### src/rtl/period_display.sv
`default_nettype none
// ============================================================================
// Module   : period_display
// Purpose  : Takes each new 10-bit period count from the period meter and
//            converts it to four BCD digits with a sequential double-dabble
//            engine (one add-3/shift step per clock). The last result is held
//            and shown on a time-multiplexed 4-digit common-anode
//            seven-segment display, with optional leading-zero blanking.
//
// Ports    : clk     in   system clock, all state on the rising edge
//            rst_n   in   asynchronous active-low reset
//            p_in    in   [9:0]  binary period value, 0..1023
//            p_load  in   strobe, p_in valid this cycle
//            busy    out  conversion in progress (SHIFT or DONE)
//            bcd     out  [15:0] last converted value, [15:12] = thousands
//            an      out  [3:0]  digit enables, active-low, one-hot-low
//            seg     out  [6:0]  segments {g,f,e,d,c,b,a}, active-low
//
// Revision : 1.0  initial release
// ============================================================================
module period_display #(
  parameter int SCAN_DIV = 50000,  // clocks per digit slot, >= 2
  parameter bit BLANK_LZ = 1'b1    // 1 = blank leading zero digits
) (
  input  logic        clk,
  input  logic        rst_n,
  input  logic [9:0]  p_in,
  input  logic        p_load,
  output logic        busy,
  output logic [15:0] bcd,
  output logic [3:0]  an,
  output logic [6:0]  seg
);

  // --------------------------------------------------------------------------
  // Constants
  // --------------------------------------------------------------------------
  localparam logic [1:0] S_IDLE  = 2'd0;
  localparam logic [1:0] S_SHIFT = 2'd1;
  localparam logic [1:0] S_DONE  = 2'd2;

  localparam int              SCAN_W    = $clog2(SCAN_DIV);
  localparam logic [SCAN_W-1:0] SCAN_LAST = SCAN_W'(SCAN_DIV - 1);

  // 10 input bits need exactly 10 shifts; the count runs 0..9.
  localparam logic [3:0] LAST_ITER = 4'd9;

  // --------------------------------------------------------------------------
  // Conversion state
  // --------------------------------------------------------------------------
  logic [1:0]  state;
  logic [25:0] sr;        // {thousands, hundreds, tens, units, binary[9:0]}
  logic [3:0]  iter;
  logic        pend;
  logic [9:0]  pend_val;

  // Add-3 correction on each BCD nibble of the shift register, applied
  // before the shift in the same clock.
  logic [15:0] bcd_adj;

  for (genvar d = 0; d < 4; d++) begin : g_adj
    logic [3:0] nib;
    assign nib = sr[10 + 4*d +: 4];
    assign bcd_adj[4*d +: 4] = (nib >= 4'd5) ? (nib + 4'd3) : nib;
  end

  assign busy = (state != S_IDLE);

  always_ff @(posedge clk or negedge rst_n) begin
    if (!rst_n) begin
      state    <= S_IDLE;
      sr       <= 26'd0;
      iter     <= 4'd0;
      pend     <= 1'b0;
      pend_val <= 10'd0;
      bcd      <= 16'h0000;
    end else begin
      case (state)
        S_IDLE: begin
          // A fresh strobe beats the parked value; either way the parked
          // slot is consumed (or discarded) here.
          if (p_load) begin
            sr    <= {16'h0000, p_in};
            iter  <= 4'd0;
            pend  <= 1'b0;
            state <= S_SHIFT;
          end else if (pend) begin
            sr    <= {16'h0000, pend_val};
            iter  <= 4'd0;
            pend  <= 1'b0;
            state <= S_SHIFT;
          end
        end

        S_SHIFT: begin
          if (p_load) begin
            pend     <= 1'b1;
            pend_val <= p_in;
          end
          sr   <= {bcd_adj, sr[9:0]} << 1;
          iter <= iter + 4'd1;
          if (iter == LAST_ITER) begin
            state <= S_DONE;
          end
        end

        S_DONE: begin
          // A strobe landing on this cycle is parked and picked up by the
          // following IDLE cycle.
          if (p_load) begin
            pend     <= 1'b1;
            pend_val <= p_in;
          end
          bcd   <= sr[25:10];
          state <= S_IDLE;
        end

        default: begin
          state <= S_IDLE;
        end
      endcase
    end
  end

  // --------------------------------------------------------------------------
  // Display scan
  // --------------------------------------------------------------------------
  logic [SCAN_W-1:0] scan_cnt;
  logic [1:0]        digit;

  always_ff @(posedge clk or negedge rst_n) begin
    if (!rst_n) begin
      scan_cnt <= '0;
      digit    <= 2'd0;
    end else if (scan_cnt == SCAN_LAST) begin
      scan_cnt <= '0;
      digit    <= digit + 2'd1;
    end else begin
      scan_cnt <= scan_cnt + 1'b1;
    end
  end

  // blank_digit[i] is set when nibble i and every nibble above it is zero.
  // Digit 0 always shows, so a value of zero still reads "0".
  logic [3:0] blank_digit;

  assign blank_digit[3] = (bcd[15:12] == 4'd0);
  assign blank_digit[2] = blank_digit[3] && (bcd[11:8] == 4'd0);
  assign blank_digit[1] = blank_digit[2] && (bcd[7:4]  == 4'd0);
  assign blank_digit[0] = 1'b0;

  function automatic logic [6:0] seg_decode(input logic [3:0] n);
    logic [6:0] s;
    case (n)
      4'd0:    s = 7'b1000000;
      4'd1:    s = 7'b1111001;
      4'd2:    s = 7'b0100100;
      4'd3:    s = 7'b0110000;
      4'd4:    s = 7'b0011001;
      4'd5:    s = 7'b0010010;
      4'd6:    s = 7'b0000010;
      4'd7:    s = 7'b1111000;
      4'd8:    s = 7'b0000000;
      4'd9:    s = 7'b0010000;
      default: s = 7'b1111111;
    endcase
    return s;
  endfunction

  logic [3:0] nib_sel;
  logic       blank_now;
  logic [6:0] seg_next;
  logic [3:0] an_next;

  always_comb begin
    nib_sel   = bcd[{digit, 2'b00} +: 4];
    blank_now = BLANK_LZ && blank_digit[digit];
    seg_next  = blank_now ? 7'b1111111 : seg_decode(nib_sel);
    an_next   = ~(4'b0001 << digit);
  end

  // Outputs are refreshed every clock from the current digit and bcd, so a
  // new result appears without waiting for a scan boundary.
  always_ff @(posedge clk or negedge rst_n) begin
    if (!rst_n) begin
      an  <= 4'b1110;
      seg <= 7'b1000000;
    end else begin
      an  <= an_next;
      seg <= seg_next;
    end
  end

endmodule
`default_nettype wire

### config.mk
export PLATFORM = sky130hd
export DESIGN_NAME = period_display
export DESIGN_NICKNAME = d
export VERILOG_FILES = /design/src/rtl/period_display.sv
export SDC_FILE = /design/constraint.sdc
export NUM_CORES = 1
export LEC_CHECK = 0
export CELL_PAD_IN_SITES_DETAIL_PLACEMENT = 1
export CELL_PAD_IN_SITES_GLOBAL_PLACEMENT = 1
export CORE_MARGIN = 5
export CORE_UTILIZATION = 46
export DETAILED_ROUTE_END_ITERATION = 8
export PLACE_DENSITY = 0.8
export SLEW_MARGIN = 20
export SYNTH_ARGS = -nofsm -noshare
export SYNTH_HDL_FRONTEND = slang
export SYNTH_SLANG_ARGS = --single-unit
### constraint.sdc
create_clock -name clk -period 2.5 [get_ports clk]
set_clock_uncertainty 0.2 [all_clocks]
set_input_delay 0.75 -clock clk [delete_from_list [all_inputs] [get_ports clk]]
set_output_delay 0.75 -clock clk [all_outputs]
set_load 0.03 [all_outputs]
-- After elaboration in Yosys (flattened, before gate mapping)
Memory sizes are Yosys's and may differ from the RTL's.
Index checks and enable logic that the tools add are counted.
- eq/ne operators: 7
- $lt $le $gt $ge: 5
- reduce and logical (&&, ||, !) cells: 14
- shift operators: 2
- add/subtract/negate cells: 7
- bitwise logic cells: 1
- muxes and demuxes: 20
- operators with widths (cell ; count):
    2-to-1 mux 26 bit ; 2
    one-hot mux 26 bit (2 select lines) ; 1
    2-to-1 mux 4 bit ; 5
    adder 16 x 1 -> 16 bit, second input constant ; 1
    == test 16 bit, second input constant ; 1
    greater-or-equal comparator 4 x 3 -> 1 bit, second input constant ; 4
    2-to-1 mux 16 bit ; 1
    indexed part select 16 x 5 -> 4 bit ; 1
    adder 4 x 2 -> 4 bit, second input constant ; 3
    zero test 4 bit ; 3
    one-hot mux 4 bit (2 select lines) ; 1
    AND reduction 2 bit ; 4
    2-to-1 mux 7 bit ; 1
    2-to-1 mux 2 bit ; 3
    nonzero test 2 bit ; 3
    adder 4 x 1 -> 4 bit, second input constant ; 1
    == test 4 bit, second input constant ; 1
    NOT 4 bit ; 1
    one-hot mux 2 bit (2 select lines) ; 1
    left shift 1 x 2 -> 4 bit, first input constant ; 1
    adder 3 x 2 -> 3 bit, second input constant ; 1
    less-than comparator 2 x 3 -> 1 bit, second input constant ; 1
    2-to-1 mux 3 bit ; 1
    != test 3 bit, second input constant ; 1
    other kinds (11) ; 13
- logic and storage cells: 67
- bits in read-only memories: 112
- memories: 1
- register bits after elaboration: 88
- bits of input ports: 13
- output and inout port bits: 28
- memory list (name ; depth ; bits a word ; rd ports ; clocked after memory_dff ; wr ports ; line ; source):
    (no name shown) ; 16 ; 7 ; 1 ; 0 ; 0 ; 154 ; case (n)

-- Longest topological paths before layout
- depth in word-level cells: 6
- gate-level depth with buffers: 7
- depth with buffers taken out: 6

-- Worst setup path before layout
OpenSTA, ideal clock, no wires.
- path type: input to register
- from: input p_load
- to: register sr[17]
- path buffers: 1
- arrival time: 1.805 ns
- library setup time: 0.121 ns
- path slack: 0.374 ns
- stages: 5
- path through: or3b_1 -> o21ai_1 -> buf_2 -> o21ai_0 -> a22o_1
- longest elaborated chain between the ends: 2
- ends and longest elaborated chain (item ; line ; source):
    start: declaration ; 28 ; input logic p_load,
    2-to-1 mux 26 bit or != test 3 bit (tied branches) ; - ;
    one-hot mux 26 bit (2 select lines) or AND reduction 2 bit (tied branches) ; - ;
    end signal: assignment ; 83 ; sr <= {16'h0000, p_in};
    end signal: assignment ; 88 ; sr <= {16'h0000, pend_val};
    end signal: assignment ; 100 ; sr <= {bcd_adj, sr[9:0]} << 1;
    end: declaration ; 52 ; logic [25:0] sr;
Parallel ways exist; a longest one is shown, timed or not.
A chain may end at the register's enable or synchronous reset.

-- Worst setup path after layout
- from: register bcd[9]
- to: output bcd[9]
- RTL lines (item ; line ; source):
    start: declaration ; 30 ; output logic [15:0] bcd,
    start signal: assignment ; 114 ; bcd <= sr[25:10];
No word-level cell between the ends.

==> results.txt <==
sky130_fd_sc_hd__dfrtp_1 takes more of the synthesized area than any other cell. The top fanout value on the critical path came out at 4. The maximum clock rate came out at 408 MHz.

The die boundary width is 107 µm. The share of the yosys chip area belonging to registers is 50.9%. Global routing finished with a remaining overflow of 0.

The first detailed-routing pass ran for 4 iterations. The worst reg2reg path endpoint is sr[13]$_DFFE_PN0P_. The weighted congestion at the end of routability-driven global placement came out at 0.763.

The antenna diode count came out at 0. The wire length per cell after detailed routing is 16.9 µm. Walking the worst path, the cells encountered are clkdlybuf4s50_1. The final net count came out at 483. The total global-route track usage came out at 17.7%. The final antenna-violating net count came out at 0. The fraction of registers with async set or reset after synthesis came out at 100%. The highest ir drop seen on vdd came out at 0.595 mV.

The leakage power summed over all cells came out at 2.33 nW. During synthesis, Yosys emitted a total of 0 warnings. The combined buffer and inverter count along the critical path is 1. The number of placed I/O pins came out at 41.

The placement-stage worst setup slack came out at -183 ps. The number of synthesized register bits came out at 88. The logic depth of the worst register-to-register path came out at 6.

The half-perimeter wire length after placement is 6860 µm. The detailed-route wire length came out at 9450 µm. The flow ran to the end, and the final reports show no timing, DRC or antenna violations. The initialized floorplan defines 35 standard-cell rows. After detailed routing, the number of vias per cell comes to 5.40. The number of I/O port buffers came out at 40.

The relative max-transition margin is 65.0%. The H-tree level count is 3. The synthesized area per cell came out at 10.9 µm². The share of cells above drive strength 1 came out at 17.1%. In this run, CTS created clock tree buffers numbering 9. The gate count after technology mapping is 396.

The actual slew at the worst max-slew pin is 526 ps. The effective utilization at floorplan is 47.1%. The number of placed instances, taps included, is 546. The clock network latency to the later pin of the worst-skew pair is 350 ps. The number of DRC violations after detailed routing came out at 0. The area added between synthesis and finish came out at 18.6%. The number of antenna violations at the first check in global routing is 0. The largest individual stage delay along the critical path comes from the cell sky130_fd_sc_hd__clkdlybuf4s50_1. The max-capacitance violation count is 0. The post-synthesis instance area is 4340 µm². Entering global routing, the biggest net connects 42 pins. The post-layout total power is 4.71 mW. The share of the cycle needed by the critical path after routing is 98.1%.

The number of global-route vias before repair was 3297. The die is 107 µm tall. In the final timing run, aggregate negative setup slack is 0 ps. The areal power density over the cells came out at 915 nW/µm². The number of DRC violations after detailed-routing iteration 0 came out at 85.

STA classifies the critical path startpoint as a flip-flop. Cells fill 55.9% of the core in the end. After clock tree synthesis, the clock-pin slew on the worst setup and hold paths is 90 ps. The total die area came out at 11500 µm². The cell chosen for the clock root is sky130_fd_sc_hd__clkbuf_8.

The critical path is of the reg2out type. The final setup violation count came out at 0. The buffer levels on the longest clock path came out at 2.

The number of nets in the synthesized netlist is 433. The top cell type by area accounts for 48.5% of the synthesized area. The number of setup buffers added after CTS is 0. The wire length of the first global-routing pass is 16200 µm.

Setup repair after global routing left no endpoint under its margin. Sorting the synthesized cells by area gives the leading types as sky130_fd_sc_hd__dfrtp_1 (48%), sky130_fd_sc_hd__mux2_2 (8.6%), sky130_fd_sc_hd__ha_1 (6.9%), sky130_fd_sc_hd__o21ai_0 (3.8%), sky130_fd_sc_hd__nand2_1 (3.5%). The worst setup path is captured at an output port.

The max-slew violation total from the final report is 0. The number of buffers added to fix hold violations after cts came out at 0. For this run, the leading register cell type out of synthesis is sky130_fd_sc_hd__dfrtp_1. The largest single stage delay on the critical path is 700 ps. The netlist uses 39 different library cells. TritonCTS built the clock tree. The region available for standard cell placement spans 9200 µm².

Broken down by cell family, the worst path's largest delay share belongs to buffers and inverters. After layout, the minimum clock period comes to 2450 ps. The min-delay analysis places its worst path in the category in2async. Across all register-to-register paths, the minimum setup slack is 220 ps. Clock tree synthesis found a total of 88 sinks. The finished layout holds 561 standard cells, fillers aside. In the post-route analysis, the smallest setup slack over all paths is 48.4 ps. The final hold violation count was 0. STA puts the critical path data required time at 1550 ps.

Counting flops with a built-in enable in the synthesized netlist gives 0. Detailed routing inserted a total of 3027 vias. The startpoint identified for the worst register-to-register timing path is state[1]$_DFFE_PN0P_. For the worst setup path, the data arrival time is 1500 ps.
## state kept, by name (all words and copies together) (netlist names)
signal	cells
bcd	16
state	2
pend_val	10
an	4
sr	26
digit	2
pend	1
scan_cnt	16
seg	7
iter	4
## cell type report
| class | count | area [µm²] |
|---|---|---|
| fill | 979 | 4060 |
| sequential | 88 | 2210 |
| multi-input combinational | 267 | 1970 |
| timing repair buffer | 54 | 537 |
| clock buffer | 12 | 145 |
| tap | 111 | 139 |
| inverter | 26 | 97.6 |
| clock inverter | 3 | 42.5 |
## kinds of logic (layout without fill, tap and decap cells)
group / Yosys count / in the layout / share of synthesized area (%)
simple gates: 102 / 102 / 11.0
flops: 88 / 88 / 50.9
compound gates: 69 / 69 / 9.35
mux: 49 / 49 / 13.4
buf+inv: 41 / 95 / 3.72
fa+ha+maj: 24 / 24 / 6.93
xor+xnor: 23 / 23 / 4.65
## metal layers
| metal | track usage, % | share of wire, % | vias up |
|---|---|---|---|
| li1 | - | - | 1457 |
| met1 | 22.6 | 46 | 1530 |
| met2 | 30.5 | 51 | 31 |
| met3 | 3.19 | 2.4 | 9 |
| met4 | 5.21 | 1.1 | 0 |
| met5 | 0 | 0 | - |
## cell usage in the layout (no fill, tap or decap), types with 2 or more instances in the layout
cell and n:
sky130_fd_sc_hd__a21oi_1 17, sky130_fd_sc_hd__a22o_1 5, sky130_fd_sc_hd__and3_1 2, sky130_fd_sc_hd__buf_12 2, sky130_fd_sc_hd__buf_4 14, sky130_fd_sc_hd__clkbuf_1 2
sky130_fd_sc_hd__clkbuf_8 10, sky130_fd_sc_hd__clkdlybuf4s50_1 32, sky130_fd_sc_hd__dfrtp_1 84, sky130_fd_sc_hd__dfstp_2 4, sky130_fd_sc_hd__dlymetal6s2s_1 5, sky130_fd_sc_hd__ha_1 23
sky130_fd_sc_hd__inv_1 26, sky130_fd_sc_hd__mux2_2 33, sky130_fd_sc_hd__mux2i_1 12, sky130_fd_sc_hd__mux4_2 4, sky130_fd_sc_hd__nand2_1 40, sky130_fd_sc_hd__nand2b_1 4
sky130_fd_sc_hd__nand3_1 4, sky130_fd_sc_hd__nand4_1 4, sky130_fd_sc_hd__nor2_1 30, sky130_fd_sc_hd__nor2b_1 2, sky130_fd_sc_hd__nor3_1 3, sky130_fd_sc_hd__nor4_1 6
sky130_fd_sc_hd__o211ai_1 2, sky130_fd_sc_hd__o21ai_0 33, sky130_fd_sc_hd__o31ai_1 4, sky130_fd_sc_hd__or4_1 2, sky130_fd_sc_hd__xnor2_1 14, sky130_fd_sc_hd__xor2_1 9
## report_power, final
part | total, mW | switching (mW) | internal [mW]
combinational | 1.81 | 1.01 | 0.800
clock | 0.976 | 0.492 | 0.484
sequential | 1.93 | 0.199 | 1.73
## per-stage QoR
| stage | hold WS [ps] | instance area (µm²) |
|---|---|---|
| 2_1_floorplan | 250 | 4340 |
| 3_3_place_gp | 263 | 4940 |
| 3_5_place_dp | 284 | 4940 |
| 4_1_cts | 138 | 5130 |
| 5_1_grt | 154 | 5140 |
| 6_report | 124 | 5140 |
## synthesized netlist by cell type, types with 5 or more instances
cell type	number
sky130_fd_sc_hd__o21ai_0	33
sky130_fd_sc_hd__nand2_1	40
sky130_fd_sc_hd__dfrtp_1	84
sky130_fd_sc_hd__inv_1	26
sky130_fd_sc_hd__a22o_1	5
sky130_fd_sc_hd__clkbuf_1	9
sky130_fd_sc_hd__mux2i_1	12
sky130_fd_sc_hd__nor2_1	30
sky130_fd_sc_hd__nor4_1	6
sky130_fd_sc_hd__mux2_2	33
sky130_fd_sc_hd__ha_1	24
sky130_fd_sc_hd__xor2_1	9
sky130_fd_sc_hd__xnor2_1	14
sky130_fd_sc_hd__a21oi_1	17
sky130_fd_sc_hd__buf_2	6
## worst max-delay path by stage
stage | startpoint | slack (ps) | end | depth (start not counted)
2_1_floorplan | p_load | 370 | sr[17]$_DFFE_PN0P_ | 5
3_3_place_gp | p_load | -60 | sr[21]$_DFFE_PN0P_ | 5
3_5_place_dp | p_load | -180 | sr[13]$_DFFE_PN0P_ | 5
4_1_cts | an[2]$_DFF_PN1_ | 3 | an[2] | 1
5_1_grt | bcd[9]$_DFFE_PN0N_ | 8 | bcd[9] | 1
6_report | bcd[9]$_DFFE_PN0N_ | 50 | bcd[9] | 1
## repair_timing
action / 4_1_cts / 5_1_grt
endpoints found under the setup margin: 1 / 9
endpoints found under the hold margin: 0 / 0
gates resized for setup: 1 / 6
Note: power is estimated with default switching activity, not from simulation.
